--- src/rtl/serial_seq_gen.sv ---
// rtl/serial_seq_gen.sv - MSB-first serial pattern generator with repeats, idle gaps, start/busy/done and abort
// Optional loopback "001" detector on the serial output: define SERIAL_SEQ_GEN_LOOPBACK_EN
module serial_seq_gen #(
  parameter int WIDTH = 8,
  parameter int REP_W = 4,
  parameter int GAP   = 0
) (
  input  logic                       clk,
  input  logic                       reset,
  input  logic                       start,
  input  logic                       abort,
  input  logic [WIDTH-1:0]           pattern,
  input  logic [$clog2(WIDTH+1)-1:0] len,
  input  logic [REP_W-1:0]           reps,
  output logic                       out_bit,
  output logic                       out_valid,
  output logic                       busy,
  output logic                       done,
  output logic [7:0]                 match_cnt
);

  localparam int            LW      = $clog2(WIDTH+1);
  localparam logic [LW-1:0] LEN_MAX = LW'(WIDTH);
  localparam logic [3:0]    GAP_LEN = 4'(GAP);

  typedef enum logic [1:0] {ST_IDLE, ST_SHIFT, ST_GAP, ST_DONE} state_t;

  state_t           state;
  logic [WIDTH-1:0] pat_q;     // captured pattern, left-aligned so the first bit sits at the MSB
  logic [WIDTH-1:0] shreg;     // working copy shifted left once per sent bit
  logic [LW-1:0]    len_q;
  logic [LW-1:0]    bit_cnt;
  logic [REP_W-1:0] rep_cnt;
  logic [3:0]       gap_cnt;

  logic [LW-1:0]    eff_len;
  logic [REP_W-1:0] eff_reps;
  logic [WIDTH-1:0] aligned;
  logic             accept;

  // Normalise len/reps and left-align the active field of the pattern
  always_comb begin
    eff_len = len;
    if (len == '0 || len > LEN_MAX) eff_len = LEN_MAX;
    eff_reps = reps;
    if (reps == '0) eff_reps = REP_W'(1);
    aligned = pattern << (LEN_MAX - eff_len);
    accept  = (state == ST_IDLE) && start && !abort;
  end

  // Transmit FSM; outputs are registered and reflect the state held during the previous cycle
  always_ff @(posedge clk or negedge reset) begin
    if (!reset) begin
      state     <= ST_IDLE;
      pat_q     <= '0;
      shreg     <= '0;
      len_q     <= '0;
      bit_cnt   <= '0;
      rep_cnt   <= '0;
      gap_cnt   <= '0;
      out_bit   <= 1'b0;
      out_valid <= 1'b0;
      busy      <= 1'b0;
      done      <= 1'b0;
    end else begin
      done <= 1'b0;
      case (state)
        ST_IDLE: begin
          out_bit   <= 1'b0;
          out_valid <= 1'b0;
          busy      <= 1'b0;
          if (accept) begin
            pat_q   <= aligned;
            shreg   <= aligned;
            len_q   <= eff_len;
            bit_cnt <= eff_len - 1'b1;
            rep_cnt <= eff_reps;
            state   <= ST_SHIFT;
          end
        end
        ST_SHIFT: begin
          if (abort) begin
            out_bit   <= 1'b0;
            out_valid <= 1'b0;
            busy      <= 1'b0;
            state     <= ST_IDLE;
          end else begin
            out_bit   <= shreg[WIDTH-1];
            out_valid <= 1'b1;
            busy      <= 1'b1;
            shreg     <= shreg << 1;
            if (bit_cnt == '0) begin
              if (rep_cnt == REP_W'(1)) begin
                state <= ST_DONE;
              end else begin
                // Reload for the next repetition; with no gap the next first bit follows directly
                rep_cnt <= rep_cnt - 1'b1;
                shreg   <= pat_q;
                bit_cnt <= len_q - 1'b1;
                if (GAP_LEN != 4'd0) begin
                  gap_cnt <= GAP_LEN;
                  state   <= ST_GAP;
                end
              end
            end else begin
              bit_cnt <= bit_cnt - 1'b1;
            end
          end
        end
        ST_GAP: begin
          out_bit   <= 1'b0;
          out_valid <= 1'b0;
          if (abort) begin
            busy  <= 1'b0;
            state <= ST_IDLE;
          end else begin
            busy    <= 1'b1;
            gap_cnt <= gap_cnt - 4'd1;
            if (gap_cnt == 4'd1) state <= ST_SHIFT;
          end
        end
        ST_DONE: begin
          out_bit   <= 1'b0;
          out_valid <= 1'b0;
          busy      <= 1'b0;
          done      <= 1'b1;
          state     <= ST_IDLE;
        end
        default: state <= ST_IDLE;
      endcase
    end
  end

`ifdef SERIAL_SEQ_GEN_LOOPBACK_EN
  typedef enum logic [1:0] {DET_NONE, DET_0, DET_00} det_t;

  det_t       det;
  logic [7:0] hits;

  // Overlapping Mealy "001" detector on the registered serial output; idle/gap cycles leave it untouched
  always_ff @(posedge clk or negedge reset) begin
    if (!reset) begin
      det  <= DET_NONE;
      hits <= 8'd0;
    end else if (accept) begin
      det  <= DET_NONE;
      hits <= 8'd0;
    end else if (out_valid) begin
      case (det)
        DET_NONE: det <= out_bit ? DET_NONE : DET_0;
        DET_0:    det <= out_bit ? DET_NONE : DET_00;
        DET_00: begin
          if (out_bit) begin
            det <= DET_NONE;
            if (hits != 8'hFF) hits <= hits + 8'd1;
          end else begin
            det <= DET_00;
          end
        end
        default: det <= DET_NONE;
      endcase
    end
  end

  assign match_cnt = hits;
`else
  assign match_cnt = 8'd0;
`endif

endmodule

--- config.mk ---
export PLATFORM = sky130hd
export DESIGN_NAME = serial_seq_gen
export DESIGN_NICKNAME = d
export VERILOG_FILES = /design/src/rtl/serial_seq_gen.sv
export SDC_FILE = /design/constraint.sdc
export NUM_CORES = 1
export LEC_CHECK = 0
export ABC_CLOCK_PERIOD_IN_PS = 2650
export CORE_MARGIN = 5
export CORE_UTILIZATION = 55
export DETAILED_ROUTE_END_ITERATION = 6
export HOLD_SLACK_MARGIN = 0.15
export PLACE_DENSITY = 0.88
export SYNTH_ARGS = -nofsm -noshare
export SYNTH_HDL_FRONTEND = slang
export SYNTH_SLANG_ARGS = --single-unit
--- constraint.sdc ---
create_clock -name clk -period 2.65 [get_ports clk]
set_clock_uncertainty 0.05 [all_clocks]
set_input_delay 0.265 -clock clk [delete_from_list [all_inputs] [get_ports clk]]
set_output_delay 0.265 -clock clk [all_outputs]
set_load 0.005 [all_outputs]
==> results.sh <==
export IMPL_portBuffers=23
export IMPL_async_reset_ff_frac=1.00
export IMPL_synth_edff_count=0
export IMPL_overflow=0
export IMPL_synth_seq_cells=38
export IMPL_crit_type="input pin to flop"
export IMPL_grt_antenna_before_repair=0
export IMPL_p_int_w=0.00148
export IMPL_drc=0
export IMPL_htreeDepth=2
export IMPL_fin_crit_ps=2380
export IMPL_cts_buffer_depth=2
export IMPL_nets=300
export IMPL_path_max_fanout=10
export IMPL_rsz0062_at_grt="false"
export IMPL_p_leak_nw=1.17
export IMPL_cts_made_buffers=5
export IMPL_final_common_cell="dfrtp_1"
export IMPL_clkSinkCount=38
export IMPL_grt_pass1_vias=1807
export IMPL_cap_violations=0
export IMPL_swShare=0.373
export IMPL_clockPowerShare=0.195
export IMPL_slowest_stage="clkdlybuf4s50_1"
export IMPL_die_y_um=75.3
export IMPL_max_freq_ghz=0.420
export IMPL_ys_seq_area_frac=0.406
export IMPL_ir_drop_v=0.000393
export IMPL_finalHoldViolCount=0
export IMPL_p_sw_w=0.000882
export IMPL_initial_utilization=0.577
export IMPL_pin_count=32
export IMPL_layout_common_cells="38 x dfrtp_1, 27 x nand2_1, 22 x clkdlybuf4s50_1"
export IMPL_setup_violations=0
export IMPL_clk_pin_slew_ps=70
export IMPL_crit_required_ps=2820
export IMPL_area_growth_pct=16.2
export IMPL_routedWlPerCell_um=15.6
export IMPL_tightest_slew_ps=837
export IMPL_place_congestion=0.974
export IMPL_synth_distinct_cells=51
export IMPL_clk_latency_ps=290
export IMPL_wl_mm=4.99
export IMPL_num_vias=1865
export IMPL_post_route_period_util=0.898
export IMPL_dp_hpwl_mm=3.61
export IMPL_slowest_delay_ps=470
export IMPL_fin_util=0.671
export IMPL_die_width_um=75.3
export IMPL_die_area_mm2=0.00566
export IMPL_post_cts_buffers=0
export IMPL_synth_area_per_cell_um2=9.76
export IMPL_holdWs_ps=433
export IMPL_crit_family="buffers and inverters"
export IMPL_rows=23
export IMPL_cts_tree="built"
export IMPL_arrival_ps=2550
export IMPL_netlist_instances=240
export IMPL_cts_resized=0
export IMPL_cp_start_kind="input pin"
export IMPL_maxSlewHeadroom=0.442
export IMPL_grt_max_degree=39
export IMPL_slew_violations=0
export IMPL_powerDensity_mw_per_mm2=869
export IMPL_yosysWarnings=0
export IMPL_critPathCaptureType="flop"
export IMPL_cts_hold_buf=1
export IMPL_ys_flop_type="dfrtp_1"
export IMPL_worstHoldPathType="flop to flop"
export IMPL_drive_above_1_share=0.115
export IMPL_synth_area_mm2=0.00234
export IMPL_status="completed"
export IMPL_p_seq_frac=0.410
export IMPL_first_iter_violations=156
export IMPL_crit_chain="clkdlybuf4s50_1 > nor2b_1 > clkinv_4 > ha_1 > buf_4 > mux2i_1 > o21ai_0 > nand2_1 > mux2_2 > o21ai_1"
export IMPL_critPathBufInv=3
export IMPL_grt_pass1_wl_mm=8.30
export IMPL_dr_pass1_iters=4
export IMPL_grt_usage=0.193
export IMPL_pwr_share_comb=0.395
export IMPL_ant_nets=0
export IMPL_cts_root_buf="clkbuf_8"
export IMPL_vias_per_cell=5.83
export IMPL_num_antenna_cells=0
export IMPL_core_mm2=0.00406
==> final cells by class <==
class,instances,area [um2]
Clock buffer,8,110
Fill cell,318,1340
Inverter,12,50.0
Multi-Input combinational cell,181,1260
Sequential cell,38,951
Tap cell,50,62.6
Timing Repair Buffer,31,288
==> metrics by stage <==
step | cell area [um2] | setup slack, ps | total power [W] | setup TNS (ps) | std cells
global route | 2720 | 91.3 | 0.00254 | 0 | 320
finish | 2720 | 269 | 0.00237 | 0 | 320
floorplan | 2370 | 605 | 0.00164 | 0 | 247
global placement | 2600 | 87.7 | 0.00185 | 0 | 311
CTS | 2720 | 256 | 0.00237 | 0 | 320
detailed placement | 2600 | -35.1 | 0.00190 | -35.1 | 311
==> state kept, by name (all words and copies together), names as in the netlist <==
| name | flops |
|---|---|
| bit_cnt | 4 |
| busy | 1 |
| done | 1 |
| gap_cnt | 4 |
| len_q | 4 |
| out_bit | 1 |
| out_valid | 1 |
| pat_q | 8 |
| rep_cnt | 4 |
| shreg | 8 |
| state | 2 |
==> worst reg2reg max path: stages, from the launching register on <==
cell and delay, ps:
dfrtp_1 420, inv_1 110, ha_1 240, mux2i_1 140
nor2_1 520, nand2_1 350, o22ai_1 200, a21oi_1 60
==> power groups by stage <==
stage / Clock, W / Sequential [W] / Combinational (W)
3_3_place_gp: 0 / 0.000964 / 0.000882
5_1_grt: 0.000498 / 0.000994 / 0.00105
6_report: 0.000461 / 0.000970 / 0.000934
4_1_cts: 0.000465 / 0.000968 / 0.000935
2_1_floorplan: 0 / 0.000929 / 0.000707
3_5_place_dp: 0 / 0.000972 / 0.000924
==> cell usage after synthesis (5+ instances only) <==
| master | instances | share of area |
|---|---|---|
| o21ai_0 | 15 | 0.032 |
| ha_1 | 11 | 0.059 |
| nand2_1 | 27 | 0.043 |
| nor3_1 | 5 | 0.011 |
| dfrtp_1 | 38 | 0.41 |
| a21oi_1 | 16 | 0.034 |
| nand2b_1 | 5 | 0.013 |
| inv_1 | 11 | 0.018 |
| nor2_1 | 13 | 0.021 |
| mux2i_1 | 13 | 0.056 |
| buf_4 | 8 | 0.026 |
| o21ai_1 | 5 | 0.011 |
==> routing by layer <==
metal	share of wire	vias to the layer above	track usage
met5	0	-	0
met4	0.013	0	0.0621
met3	0.066	8	0.0374
met2	0.47	66	0.313
met1	0.45	886	0.260
li1	-	905	-
==> cells by family after synthesis <==
| kind of cell | after synthesis | share of synthesized area |
|---|---|---|
| multiplexers | 20 | 0.0988 |
| buffers and inverters | 28 | 0.0668 |
| XOR/XNOR | 8 | 0.0331 |
| other | 1 | 0.00160 |
| adder cells (fa/ha/maj) | 11 | 0.0588 |
| AO/OA/AOI/OAI | 61 | 0.169 |
| AND/OR/NAND/NOR | 73 | 0.166 |
| flip-flops | 38 | 0.406 |
==> final timing paths <==
| path | start | to | slack [ps] | depth (start not counted) |
|---|---|---|---|---|
| min | len_q[2] | len_q[2] | 430 | 2 |
| max in group asynchronous | reset | busy | 1460 | 2 |
| max | len[0] | shreg[2] | 270 | 10 |
| min reg2reg | len_q[2] | len_q[2] | 430 | 2 |
| max reg2reg | state[1] | rep_cnt[3] | 450 | 7 |
| min in group asynchronous | reset | shreg[2] | 560 | 2 |
Note: power is estimated with default switching activity, not from simulation.
